### src/rtl/motoro3_phase_seq.sv
// motoro3_phase_seq
// Six-step three-phase commutation sequencer. The divided clkM3 reference is
// synchronised and edge-detected into single-cycle ticks. Every max(stepDiv,1)
// ticks the step index advances, and each advance is followed by DEAD_CYC
// cycles with all gates off before the new table pattern is driven. All
// outputs come straight from flops.
module motoro3_phase_seq #(
  parameter int unsigned DEAD_CYC = 4  // legal range 1..255
) (
  input  logic        clk50mhz,
  input  logic        nRst,
  input  logic        clkM3,
  input  logic        enable,
  input  logic        dir,
  input  logic [15:0] stepDiv,
  output logic        phA_hi,
  output logic        phA_lo,
  output logic        phB_hi,
  output logic        phB_lo,
  output logic        phC_hi,
  output logic        phC_lo,
  output logic [2:0]  stepIdx,
  output logic        stepStrobe,
  output logic        busy
);

  typedef enum logic [1:0] {
    ST_IDLE  = 2'd0,
    ST_DEAD  = 2'd1,
    ST_DRIVE = 2'd2
  } state_e;

  localparam logic [7:0] DEAD_LOAD = 8'(DEAD_CYC);

  // Gate pattern per step, packed as {A_hi, A_lo, B_hi, B_lo, C_hi, C_lo}.
  function automatic logic [5:0] comm_pattern(input logic [2:0] idx);
    logic [5:0] pat;
    case (idx)
      3'd0:    pat = 6'b10_01_00;  // A_hi + B_lo
      3'd1:    pat = 6'b10_00_01;  // A_hi + C_lo
      3'd2:    pat = 6'b00_10_01;  // B_hi + C_lo
      3'd3:    pat = 6'b01_10_00;  // B_hi + A_lo
      3'd4:    pat = 6'b01_00_10;  // C_hi + A_lo
      3'd5:    pat = 6'b00_01_10;  // C_hi + B_lo
      default: pat = 6'b00_00_00;  // unreachable indices keep every gate off
    endcase
    return pat;
  endfunction

  // Modulo-6 step in either direction.
  function automatic logic [2:0] next_step(input logic [2:0] idx, input logic fwd);
    logic [2:0] nxt;
    if (fwd) begin
      nxt = (idx >= 3'd5) ? 3'd0 : idx + 3'd1;
    end else begin
      nxt = (idx == 3'd0 || idx > 3'd5) ? 3'd5 : idx - 3'd1;
    end
    return nxt;
  endfunction

  logic        sync1_q, sync2_q, dly_q;
  state_e      state_q, state_d;
  logic [15:0] tick_cnt_q, tick_cnt_d;
  logic [7:0]  dead_cnt_q, dead_cnt_d;
  logic [2:0]  step_q, step_d;
  logic        strobe_q, strobe_d;
  logic [5:0]  gates_q, gates_d;
  logic        busy_q, busy_d;

  logic        tick_s;
  logic [15:0] div_m1_s;
  logic        adv_s;

  // One cycle per clkM3 rising edge, seen after synchronisation.
  assign tick_s   = sync2_q & ~dly_q;
  // Terminal count; stepDiv of 0 behaves like 1.
  assign div_m1_s = (stepDiv == 16'd0) ? 16'd0 : stepDiv - 16'd1;
  // Advance only while running; enable low overrides it in the FSM below.
  assign adv_s    = tick_s && (state_q != ST_IDLE) && (tick_cnt_q >= div_m1_s);

  // Synchroniser and edge-detect delay for the asynchronous clkM3 reference.
  always_ff @(posedge clk50mhz or negedge nRst) begin
    if (!nRst) begin
      sync1_q <= 1'b0;
      sync2_q <= 1'b0;
      dly_q   <= 1'b0;
    end else begin
      sync1_q <= clkM3;
      sync2_q <= sync1_q;
      dly_q   <= sync2_q;
    end
  end

  // Next-state logic: FSM, tick counter, dead counter and step index.
  always_comb begin
    state_d    = state_q;
    tick_cnt_d = tick_cnt_q;
    dead_cnt_d = dead_cnt_q;
    step_d     = step_q;
    strobe_d   = 1'b0;

    if (!enable) begin
      state_d    = ST_IDLE;
      tick_cnt_d = 16'd0;
    end else begin
      case (state_q)
        ST_IDLE: begin
          state_d    = ST_DEAD;
          dead_cnt_d = DEAD_LOAD;
          tick_cnt_d = 16'd0;
        end
        ST_DEAD, ST_DRIVE: begin
          if (adv_s) begin
            tick_cnt_d = 16'd0;
            step_d     = next_step(step_q, dir);
            strobe_d   = 1'b1;
            state_d    = ST_DEAD;
            dead_cnt_d = DEAD_LOAD;
          end else begin
            if (tick_s) begin
              tick_cnt_d = tick_cnt_q + 16'd1;
            end else begin
              tick_cnt_d = tick_cnt_q;
            end
            if (state_q == ST_DEAD) begin
              dead_cnt_d = dead_cnt_q - 8'd1;
              if (dead_cnt_q <= 8'd1) begin
                state_d    = ST_DRIVE;
                dead_cnt_d = 8'd0;
              end else begin
                state_d = ST_DEAD;
              end
            end else begin
              state_d = ST_DRIVE;
            end
          end
        end
        default: begin
          state_d    = ST_IDLE;
          tick_cnt_d = 16'd0;
        end
      endcase
    end

    // Gates follow the next state so they drop on the same edge as a step change.
    if (state_d == ST_DRIVE) begin
      gates_d = comm_pattern(step_d);
    end else begin
      gates_d = 6'b00_00_00;
    end
    busy_d = (state_d != ST_IDLE);
  end

  // State and output registers.
  always_ff @(posedge clk50mhz or negedge nRst) begin
    if (!nRst) begin
      state_q    <= ST_IDLE;
      tick_cnt_q <= 16'd0;
      dead_cnt_q <= 8'd0;
      step_q     <= 3'd0;
      strobe_q   <= 1'b0;
      gates_q    <= 6'b00_00_00;
      busy_q     <= 1'b0;
    end else begin
      state_q    <= state_d;
      tick_cnt_q <= tick_cnt_d;
      dead_cnt_q <= dead_cnt_d;
      step_q     <= step_d;
      strobe_q   <= strobe_d;
      gates_q    <= gates_d;
      busy_q     <= busy_d;
    end
  end

  assign phA_hi     = gates_q[5];
  assign phA_lo     = gates_q[4];
  assign phB_hi     = gates_q[3];
  assign phB_lo     = gates_q[2];
  assign phC_hi     = gates_q[1];
  assign phC_lo     = gates_q[0];
  assign stepIdx    = step_q;
  assign stepStrobe = strobe_q;
  assign busy       = busy_q;

endmodule

### config.mk
export PLATFORM = sky130hd
export DESIGN_NAME = motoro3_phase_seq
export DESIGN_NICKNAME = d
export VERILOG_FILES = /design/src/rtl/motoro3_phase_seq.sv
export SDC_FILE = /design/constraint.sdc
export NUM_CORES = 1
export LEC_CHECK = 0
export ABC_AREA = 1
export CAP_MARGIN = 20
export CORE_MARGIN = 4
export CORE_UTILIZATION = 38
export CTS_CLUSTER_DIAMETER = 200
export DETAILED_ROUTE_END_ITERATION = 10
export SLEW_MARGIN = 20
export SYNTH_ARGS = -nofsm -noshare
export SYNTH_HDL_FRONTEND = slang
export SYNTH_SLANG_ARGS = --single-unit
### constraint.sdc
create_clock -name clk50mhz -period 1.85 [get_ports clk50mhz]
set_input_delay 0.2775 -clock clk50mhz [delete_from_list [all_inputs] [get_ports clk50mhz]]
set_output_delay 0.2775 -clock clk50mhz [all_outputs]
set_load 0.03 [all_outputs]
==> summary.md, run 1 <==
| Metric | Value |
|---|---|
| Status | `finished, violations left` |
| Violated checks | `setup timing` |
| # rows | `32` |
| Crit path max-delay family | `simple AND/OR/NAND/NOR gates` |
| Most common cell after layout, fill and taps aside | `buf_4` |
| Post-place setup slack | `-1.524 ns` |
| Max cap viols | `0` |
| Grt ovf | `0` |
| Layout cells sized above 1 | `0.3933` |
| H-tree depth | `2` |
| Antenna violations before repair | `0` |
| Overall Global Routing Usage | `0.1597` |
| GP Congestion | `0.9215` |
| Mapped cell area | `0.003024 mm2` |
| EDFF count, synth | `0` |
| CP cell instances | `buf_8 > buf_6 > nor2_4 > inv_2 > nor2_2 > nand4_1 > nor3_2 > buf_4 > a21oi_2 > o21ai_2 > ha_1 > nand2_1 > inv_1 > o21bai_1 > a21oi_2 > nor2_2 > nand2_4 > nand2_8 > nand2_8 > o21ai_4 > buf_6 > nand2_2 > o21ai_2` |
| Die Y | `97.21 um` |
| Die Width | `97.21 um` |
| Syn Nets | `440` |
| CTS root buf | `clkbuf_8` |
| I/O Buffers | `31` |
| PnR worst setup slack | `-0.8520 ns` |
| RSZ-0062 raised after global routing | `true` |
| Slowest cell on crit path | `ha_1` |
| CP Class | `input pin to flop` |
| Final Hold Viols | `0` |
| Number of diodes | `0` |
| Pin count of the biggest net entering global routing | `22` |
| Worst reg2reg endpoint | `dead_cnt_q[6]$_DFFE_PN0P_` |
| Clk_skew | `0.008755 ns` |
| Post-synth cell types | `39` |
| Vias/cell | `4.813` |
| Yosys Warn Count | `0` |
| Clock buffer depth | `2` |
| Detail Route Antenna Nets | `0` |
| F_max | `370.1 MHz` |
| Critical path buffers and inverters | `6` |
| Crit path largest cell delay | `0.26 ns` |
| Arrival time worst endpoint | `2.91 ns` |
| CTS sink cnt | `40` |
| Vias in the first global route | `2887` |
| Setup TNS Final | `-25.51 ns` |
| Critical path startpoint category | `input pin` |
| Nets | `555` |
| WL/cell | `12.36 um` |
| Peak VDD IR | `0.8539 mV` |
| DRC viols | `0` |
| Tmin final | `2.702 ns` |
| Most frequent cells in the layout | `buf_4, nand2_1, inv_1` |
| FFs w/ async S/R, synth | `1.000` |
| Reg-to-reg setup timing slack | `-0.26 ns` |
| Die area | `0.009450 mm2` |
| Cells after Synth | `391` |
| First-pass GRT wire length | `12880 um` |
| Worst Path Max Fanout | `6` |
| R2R depth | `13` |
| Final wirelength | `7514 um` |
| Setup crit end kind | `flop` |
| Drt first pass iters | `4` |
| RR Startpoint | `tick_cnt_q[9]$_DFFE_PN0P_` |
| Worst-path clk slew | `0.07 ns` |
| Tightest Pin Transition | `0.5176 ns` |
| CTS tree | `yes` |
| Leakage | `0.002162 uW` |
| Hold Slack | `0.3544 ns` |
| Pwr dens | `778.1 mW/mm2` |
| Final Cycle Share | `1.461` |
| Number of synthesized register bits | `40` |
| Syn_area_per_cell | `7.734 um2` |
| Initial Util | `0.3914` |
| Hold Path Class | `flop to flop` |
| Setup crit end | `dead_cnt_q[6]$_DFFE_PN0P_` |
| Register area share after synthesis | `0.3310` |
| CTS Buf Count | `5` |
| Worst-Skew Late Latency | `0.29 ns` |
| I/O Pins | `32` |
| DRT iter0 DRCs | `94` |
| Dpl hpwl | `5515 um` |
| Main flop type after synthesis | `dfrtp_1` |
| Req. time, crit path | `2.06 ns` |
| Pins Over Slew Limit | `0` |
| DR vias | `2926` |
| Core area | `0.007727 mm2` |
| Setup crit start | `stepDiv[2]` |
| Hold Path Stages | `0` |
| Critical Path Stages | `23` |
| Setup violators final | `36` |
| Max-slew headroom | `0.6523` |
| Syn-to-layout area delta | `49.03%` |
-- cells by family (layout without fill, tap and decap cells) --
group,count (synthesis),after routing,synth area share
and+or+nand+nor,202,202,0.3351
buffers and inverters,56,171,0.07240
AOI/OAI and AO/OA,48,48,0.09640
DFF,40,40,0.3310
adders and majority gates,28,28,0.1158
xor gates and xnor gates,17,17,0.04923
-- Yosys cell counts (2+ instances only) --
master | instances | area (um2)
nand2_2 | 11 | 68.82
nand3_1 | 21 | 105.1
a21oi_1 | 18 | 90.09
o21ai_2 | 5 | 43.79
nand2_1 | 67 | 251.5
or2_2 | 3 | 18.77
inv_1 | 51 | 191.4
nor3_2 | 3 | 30.03
nor2_2 | 6 | 37.54
nor2_1 | 48 | 180.2
nand4_1 | 11 | 68.82
inv_2 | 3 | 11.26
ha_1 | 28 | 350.3
nor2_4 | 3 | 33.78
nand2_4 | 2 | 22.52
xnor2_1 | 4 | 35.03
xor2_1 | 13 | 113.9
o21ai_0 | 16 | 80.08
nor3b_1 | 3 | 22.52
nor3_1 | 14 | 70.07
a31oi_1 | 2 | 12.51
dfrtp_1 | 40 | 1001
o21bai_1 | 2 | 15.01
nand3_2 | 2 | 20.02
-- registers in the layout (all words and copies together), names as in the netlist --
| name | flops |
|---|---|
| state_q | 2 |
| tick_cnt_q | 16 |
| sync1_q | 1 |
| stepStrobe | 1 |
| gates_q | 6 |
| sync2_q | 1 |
| busy | 1 |
| dly_q | 1 |
| dead_cnt_q | 8 |
| stepIdx | 3 |
-- metal layers --
metal	part of all wire	up-vias	GRT usage	routed length [um]
met5	0	-	0	0
met4	0.0094	0	0.03940	71
met3	0.033	7	0.03087	246
met2	0.51	53	0.2834	3798
met1	0.45	1355	0.1994	3398
li1	-	1511	-	-
-- worst min-delay path by stage --
stage / from / to / slack [ns]
3_5_place_dp: nRst / gates_q[2]$_DFF_PN0_ / 0.26
2_1_floorplan: nRst / busy$_DFF_PN0_ / -0.02
5_1_grt: sync1_q$_DFF_PN0_ / sync2_q$_DFF_PN0_ / 0.37
4_1_cts: sync1_q$_DFF_PN0_ / sync2_q$_DFF_PN0_ / 0.36
3_3_place_gp: nRst / gates_q[2]$_DFF_PN0_ / 0.26
6_report: sync1_q$_DFF_PN0_ / sync2_q$_DFF_PN0_ / 0.35
-- area by class of cell --
cell class	count	area, um2
fill	688	3221
multi-input combinational	295	2116
sequential	40	1001
timing repair buffer	110	977.2
inverter	54	207.7
tap	102	127.6
clock buffer	6	72.57
clock inverter	1	5.005
-- where the power goes --
group | switching [uW] | leakage [uW] | internal [uW]
Sequential | 103 | 0.000528 | 971
Combinational | 1080 | 0.00159 | 796
Clock | 294 | 0.0000410 | 257
-- what timing repair did --
item,4_1_cts,5_1_grt
buffers inserted,5,4
hold buffers,1,0
endpoints found under the hold margin,19,0
pin swaps,32,41
gates resized for setup,72,56
endpoints found under the setup margin,36,36
-- through the flow --
| step | util | cells | area, um2 | total power, uW |
|---|---|---|---|---|
| after global routing | 0.5832 | 608 | 4507 | 3771 |
| after global placement | 0.5235 | 593 | 4045 | 2620 |
| final | 0.5832 | 608 | 4507 | 3507 |
| after floorplan | - | 391 | 3073 | 2144 |
| after CTS | 0.5575 | 606 | 4308 | 3398 |
| after detailed placement | 0.5235 | 593 | 4045 | 2662 |
Power figures use the tool's default switching activity.
==> inputs of run 2 (changes only) <==
CAP_MARGIN = 10   (was 20)
HOLD_SLACK_MARGIN = 0.1   (was default)
clock period = 3.1 ns   (was 1.85 ns; I/O delays follow)
==> summary.md, run 2 (same netlist as run 1, synthesis figures left out) <==
| Metric | Value |
|---|---|
| Status | `complete, no violations` |
| Placed cell count | `561 (-5.4%)` |
| Hold_buf cts | `0 (-1)` |
| CP cell instances | `clkdlybuf4s50_1 > nor2_2 > nand2_2 > nor2_2 > nand4_1 > buf_4 > o21ai_0 > ha_1 > nand2_1 > o21bai_1 > a21oi_2 > nor2_2 > nand2_4 > nand2_8 > nand2_4 > o21ai_4 > buf_6 > nand2_1 > o21ai_1` |
| Hold Path Class | `input pin to asynchronous set/reset pin` |
| Die area | `0.009450 mm2 (unchanged)` |
| H-tree depth | `2 (unchanged)` |
| Worst-Skew Late Latency | `0.29 ns (about the same)` |
| DRC viols | `0 (unchanged)` |
| # rows | `32 (unchanged)` |
| Pwr dens | `453.9 mW/mm2 (-42%)` |
| DR vias | `2779 (-5.0%)` |
| Reg-to-reg setup timing slack | `1.02 ns (+1.28 ns)` |
| Slowest cell on crit path | `clkdlybuf4s50_1` |
| R2R depth | `14 (+1)` |
| CTS tree | `yes` |
| Setup violators final | `0 (-100%)` |
| DRT iter0 DRCs | `83 (-12%)` |
| GP Congestion | `0.7810 (-15%)` |
| Drt first pass iters | `4 (unchanged)` |
| Dpl hpwl | `5045 um (-8.5%)` |
| Layout cells sized above 1 | `0.3194 (-0.07387)` |
| Hold Slack | `0.2892 ns (-0.06522 ns)` |
| Overall Global Routing Usage | `0.1480 (-0.01176)` |
| Power Total | `1883 uW (-46%)` |
| Core area | `0.007727 mm2 (unchanged)` |
| Critical path startpoint category | `input pin` |
| I/O Buffers | `31 (unchanged)` |
| Antenna violations before repair | `0 (unchanged)` |
| Non-filler instance count after layout | `581 (-4.4%)` |
| Worst Path Max Fanout | `6 (unchanged)` |
| Nets | `528 (-4.9%)` |
| Tmin final | `2.904 ns` |
| Pin count of the biggest net entering global routing | `41 (+86%)` |
| Worst reg2reg endpoint | `gates_q[3]$_DFF_PN0_` |
| Vias in the first global route | `2762 (-4.3%)` |
| WL/cell | `11.82 um (-4.4%)` |
| Final wirelength | `6867 um (-8.6%)` |
| Leakage | `0.001981 uW (-8.4%)` |
| Post-route cell area | `0.004149 mm2 (-7.9%)` |
| Detail Route Antenna Nets | `0 (unchanged)` |
| Largest regs | `tick_cnt_q (16), dead_cnt_q (8), gates_q (6)` |
| Max cap viols | `0 (unchanged)` |
| Setup crit end kind | `flop` |
| First-pass GRT wire length | `12020 um (-6.7%)` |
| Max-slew headroom | `0.4159 (-0.2364)` |
| RR Startpoint | `tick_cnt_q[5]$_DFFE_PN0P_` |
| Final core utilization | `0.5369 (-0.04631)` |
| Most common cell after layout, fill and taps aside | `nand2_1` |
| Worst-path clk slew | `0.08 ns (about the same)` |
| CTS sink cnt | `40 (unchanged)` |
| Placement Cell Area | `0.003734 mm2 (-7.7%)` |
| CP Class | `input pin to flop` |
| Grt ovf | `0 (unchanged)` |
| Initial Util | `0.3914 (unchanged)` |
| Die Width | `97.21 um (unchanged)` |
| Crit path largest cell delay | `0.45 ns (+0.19 ns)` |
| Number of diodes | `0 (unchanged)` |
| Most frequent cells in the layout | `nand2_1, buf_4, inv_1` |
| Final Hold Viols | `0 (unchanged)` |
| Tightest Pin Transition | `0.8762 ns (+0.3586 ns)` |
| Fillers | `698 (+1.5%)` |
| I/O Pins | `32 (unchanged)` |
| Arrival time worst endpoint | `3.12 ns (+0.21 ns)` |
| Critical path buffers and inverters | `3 (-3)` |
| Req. time, crit path | `3.32 ns (+1.26 ns)` |
| Final Cycle Share | `0.9368` |
| Syn-to-layout area delta | `37.19%` |
| Peak VDD IR | `0.4643 mV (-46%)` |
| Die Y | `97.21 um (unchanged)` |
| CTS Buf Count | `5 (unchanged)` |
| Vias/cell | `4.783 (-0.61%)` |
| Clock buffer depth | `2 (unchanged)` |
| Crit path max-delay family | `simple AND/OR/NAND/NOR gates` |
| Number of flip-flops under the largest register name | `16 (unchanged)` |
| Reg with most FFs | `tick_cnt_q` |
| F_max | `344.3 MHz` |
| CTS root buf | `clkbuf_8` |
| Clk_skew | `0.003197 ns (-0.005557 ns)` |
| Pins Over Slew Limit | `0 (unchanged)` |
| CP dominant cell by count | `nor2_2` |
## run 2: changes by cell type in the layout (fill, tap and decap cells not counted), sizes merged
cell	previous run	this run
dlygate4sd2	2	1
dlymetal6s2s	7	8
buf	84	53
clkbuf	6	10
dlygate4sd3	1	0
clkdlybuf4s15	2	1
clkdlybuf4s50	14	16
## run 2: final cells by class
class | instances | area [um2] | share of cell area
Multi-Input combinational cell | 295 | 2029 | 0.4891
Sequential cell | 40 | 1001 | 0.2413
Timing Repair Buffer | 83 | 705.7 | 0.1701
Inverter | 54 | 207.7 | 0.05006
Tap cell | 102 | 127.6 | 0.03076
Clock buffer | 6 | 72.57 | 0.01749
Clock inverter | 1 | 5.005 | 0.001206
## run 2: how the worst max path moves through the flow
stage | endpoint | slack (ns) | cells after the start | startpoint
after global placement | dead_cnt_q[7]$_DFFE_PN0P_ | -0.44 | 22 | stepDiv[2]
after CTS | gates_q[4]$_DFF_PN0_ | 0.03 | 20 | stepDiv[7]
after global routing | dead_cnt_q[6]$_DFFE_PN0P_ | -0.04 | 22 | stepDiv[11]
after floorplan | dead_cnt_q[0]$_DFFE_PN0P_ | 0.17 | 22 | stepDiv[2]
final | dead_cnt_q[6]$_DFFE_PN0P_ | 0.20 | 19 | stepDiv[11]
after detailed placement | dead_cnt_q[4]$_DFFE_PN0P_ | -0.50 | 20 | stepDiv[3]
## run 2: per-layer routing
| metal | part of all wire | vias to the layer above | track usage | wire length (um) |
|---|---|---|---|---|
| li1 | - | 1457 | - | - |
| met4 | 0.012 | 0 | 0.03408 | 85 |
| met5 | 0 | - | 0 | 0 |
| met1 | 0.46 | 1276 | 0.1931 | 3129 |
| met2 | 0.49 | 39 | 0.2500 | 3393 |
| met3 | 0.038 | 7 | 0.03374 | 260 |
## run 2: timing repair
item / CTS / global route
endpoints found under the setup margin: 28 / 36
pin swaps: 18 / 37
buffers inserted: 5 / 8
resized for setup: 29 / 61
## run 2: where the power goes
part	internal (uW)	switching, uW	leakage [uW]
Sequential	579	52.6	0.000528
Clock	153	176	0.0000410
Combinational	368	554	0.00141
## run 2: through the flow
step,setup TNS (ns),setup WS (ns)
3_5_place_dp,-13.58,-0.4964
2_1_floorplan,0,0.1676
4_1_cts,0,0.02783
3_3_place_gp,-11.41,-0.4432
6_report,0,0.1959
5_1_grt,-0.09899,-0.03560
==> inputs of run 3 (changes only) <==
DONT_BUFFER_PORTS = 1   (was default)
SETUP_SLACK_MARGIN = 0.3   (was default)
==> summary.md, run 3 (same netlist as run 1, synthesis figures left out) <==
| Metric | Value |
|---|---|
| Switching share of power | `0.3971 (-0.01854)` |
| DRC viols | `0 (unchanged)` |
| Pint | `1120 uW (+1.8%)` |
| Worst-Skew Late Latency | `0.29 ns (about the same)` |
| PnR worst setup slack | `0.3194 ns (+0.1235 ns)` |
| Nets | `455 (-14%)` |
| Layer with the highest usage | `met2` |
| # rows | `32 (unchanged)` |
| Most common cell after layout, fill and taps aside | `nand2_1` |
| RR Startpoint | `stepIdx[0]$_DFF_PN0_` |
| Clock buffer depth | `2 (unchanged)` |
| Peak VDD IR | `0.4794 mV (+3.3%)` |
| Syn-to-layout area delta | `16.72%` |
| Die Width | `97.21 um (unchanged)` |
| GP Congestion | `0.9124 (+17%)` |
| CTS tree | `yes` |
| RSZ-0062 raised after global routing | `true` |
| Drt first pass iters | `4 (unchanged)` |
| F_max | `359.6 MHz (+4.4%)` |
| Post-place setup slack | `0.06527 ns (+0.5617 ns)` |
| CP Class | `input pin to flop` |
| Pwr dens | `526.5 mW/mm2 (+16%)` |
| Grt ovf | `0 (unchanged)` |
| Arrival time worst endpoint | `2.99 ns (-0.13 ns)` |
| DR vias | `2506 (-9.8%)` |
| Met3 usage | `0.03302 (-0.0007179)` |
| Final Cycle Share | `0.8970 (-0.03984)` |
| Final wirelength | `6181 um (-10%)` |
| Placed cell count | `496 (-12%)` |
| Core area | `0.007727 mm2 (unchanged)` |
| Layout cells sized above 1 | `0.2187 (-0.1007)` |
| WL/cell | `12.14 um (+2.7%)` |
| Fillers | `741 (+6.2%)` |
| Vias in the first global route | `2392 (-13%)` |
| Pin count of the biggest net entering global routing | `41 (unchanged)` |
| Die area | `0.009450 mm2 (unchanged)` |
| Min-delay src | `clkM3` |
| CTS sink cnt | `40 (unchanged)` |
| Clock power frac | `0.222 (+0.047)` |
| Number of diodes | `0 (unchanged)` |
| Vias/cell | `4.923 (+2.9%)` |
| Reg with most FFs | `tick_cnt_q` |
| First-pass GRT wire length | `10560 um (-12%)` |
| GR Util met2 | `0.2128 (-0.03715)` |
| H-tree depth | `2 (unchanged)` |
| Die Y | `97.21 um (unchanged)` |
| Max cap viols | `0 (unchanged)` |
| Tightest Pin Transition | `0.5262 ns (-0.3500 ns)` |
| Setup crit end kind | `flop` |
| Status | `complete, no violations` |
| Setup crit start | `stepDiv[2]` |
| Number of flip-flops under the largest register name | `16 (unchanged)` |
| Max-slew headroom | `0.6455 (+0.2296)` |
| Req. time, crit path | `3.31 ns (about the same)` |
| Hold Path Class | `input pin to flop` |
| I/O Buffers | `0 (-100%)` |
| Largest regs | `tick_cnt_q (16), dead_cnt_q (8), gates_q (6)` |
| Overall Global Routing Usage | `0.1304 (-0.01754)` |
| Initial Util | `0.3914 (unchanged)` |
| Power share of the sequential group | `0.346 (+0.010)` |
| Worst Path Max Fanout | `6 (unchanged)` |
| Tmin final | `2.781 ns (-0.1235 ns)` |
| Dpl hpwl | `4665 um (-7.5%)` |
| Clk_skew | `0.004861 ns (+0.001663 ns)` |
| Detail Route Antenna Nets | `0 (unchanged)` |
| Non-filler instance count after layout | `509 (-12%)` |
| Antenna violations before repair | `0 (unchanged)` |
| Switching Power | `737.9 uW (-5.7%)` |
| Final Hold Viols | `0 (unchanged)` |
| Critical path startpoint category | `input pin` |
| Leakage | `0.001578 uW (-20%)` |
| DRT iter0 DRCs | `87 (+4.8%)` |
| Most frequent cells in the layout | `nand2_1, inv_1, nor2_1` |
| Grt met1 use | `0.1719 (-0.02121)` |
| Setup TNS Final | `0 ns (unchanged)` |
| Comb power frac | `0.432 (-0.058)` |
| Setup violators final | `0 (unchanged)` |
| I/O Pins | `32 (unchanged)` |
| Pins Over Slew Limit | `0 (unchanged)` |
| CTS Buf Count | `5 (unchanged)` |
| Worst-path clk slew | `0.07 ns (about the same)` |
| CTS root buf | `clkbuf_8` |
run 3: final cells by class:
class	count	area, um2	share of cell area
Sequential cell	40	1001	0.2836
Timing Repair Buffer	10	106.4	0.03013
Inverter	54	205.2	0.05814
Tap cell	102	127.6	0.03616
Clock inverter	2	35.03	0.009926
Clock buffer	6	72.57	0.02056
Multi-Input combinational cell	295	1982	0.5615
run 3: power by group through the flow:
stage	registers [uW]	clock network, uW	logic (uW)
global route	655	452	908
floorplan	640	0	635
CTS	642	432	770
global placement	652	0	745
finish	643	412	803
detailed placement	652	0	754
run 3: worst max-delay path: stages:
cell,delay (ns)
nor2_4,0.07
nand2_1,0.06
inv_2,0.09
nand3_4,0.08
nor3_4,0.21
nand3_2,0.13
nor2_4,0.12
nand3_2,0.07
xor2_1,0.13
nand2_1,0.10
ha_4,0.28
nand4_1,0.15
nor3_2,0.20
nand2_2,0.09
nand2_4,0.13
nand3_4,0.11
nand2_2,0.10
nand2_4,0.09
nand2_2,0.10
nand3_2,0.08
nor2_2,0.14
run 3: path summary, 6_finish.rpt:
check                                                  to  slack [ns]  cells past startpoint
worst max-delay path                 gates_q[4]$_DFF_PN0_        0.32                     21
worst min-delay path                    sync1_q$_DFF_PN0_        0.20                      0
worst max register to register       gates_q[4]$_DFF_PN0_        0.99                     10
worst min register to register          sync2_q$_DFF_PN0_        0.35                      0
max in group asynchronous       dead_cnt_q[5]$_DFFE_PN0P_        2.26                      2
min in group asynchronous            gates_q[3]$_DFF_PN0_        0.65                      2
run 3: through the flow:
stage	area, um2	util	total power [uW]	hold slack (ns)
floorplan	3060	-	1276	0.1694
global placement	3222	0.4169	1397	0.1705
detailed placement	3222	0.4169	1406	0.1704
CTS	3359	0.4347	1844	0.1886
global route	3530	0.4568	2015	0.1799
finish	3530	0.4568	1858	0.2043
run 3: metal layers:
layer  wire length (um)  part of all wire  vias up
met5                  0                 0        -
met4                104             0.017        0
met3                272             0.044       10
met2               2866              0.46       36
met1               2938              0.48     1150
li1                   -                 -     1310
run 3: repair_timing:
item,4_1_cts,5_1_grt
buffers inserted,0,3
setup endpoints to repair,0,22
endpoints found under the hold margin,40,0
gates resized for setup,0,39
hold buffers,2,0
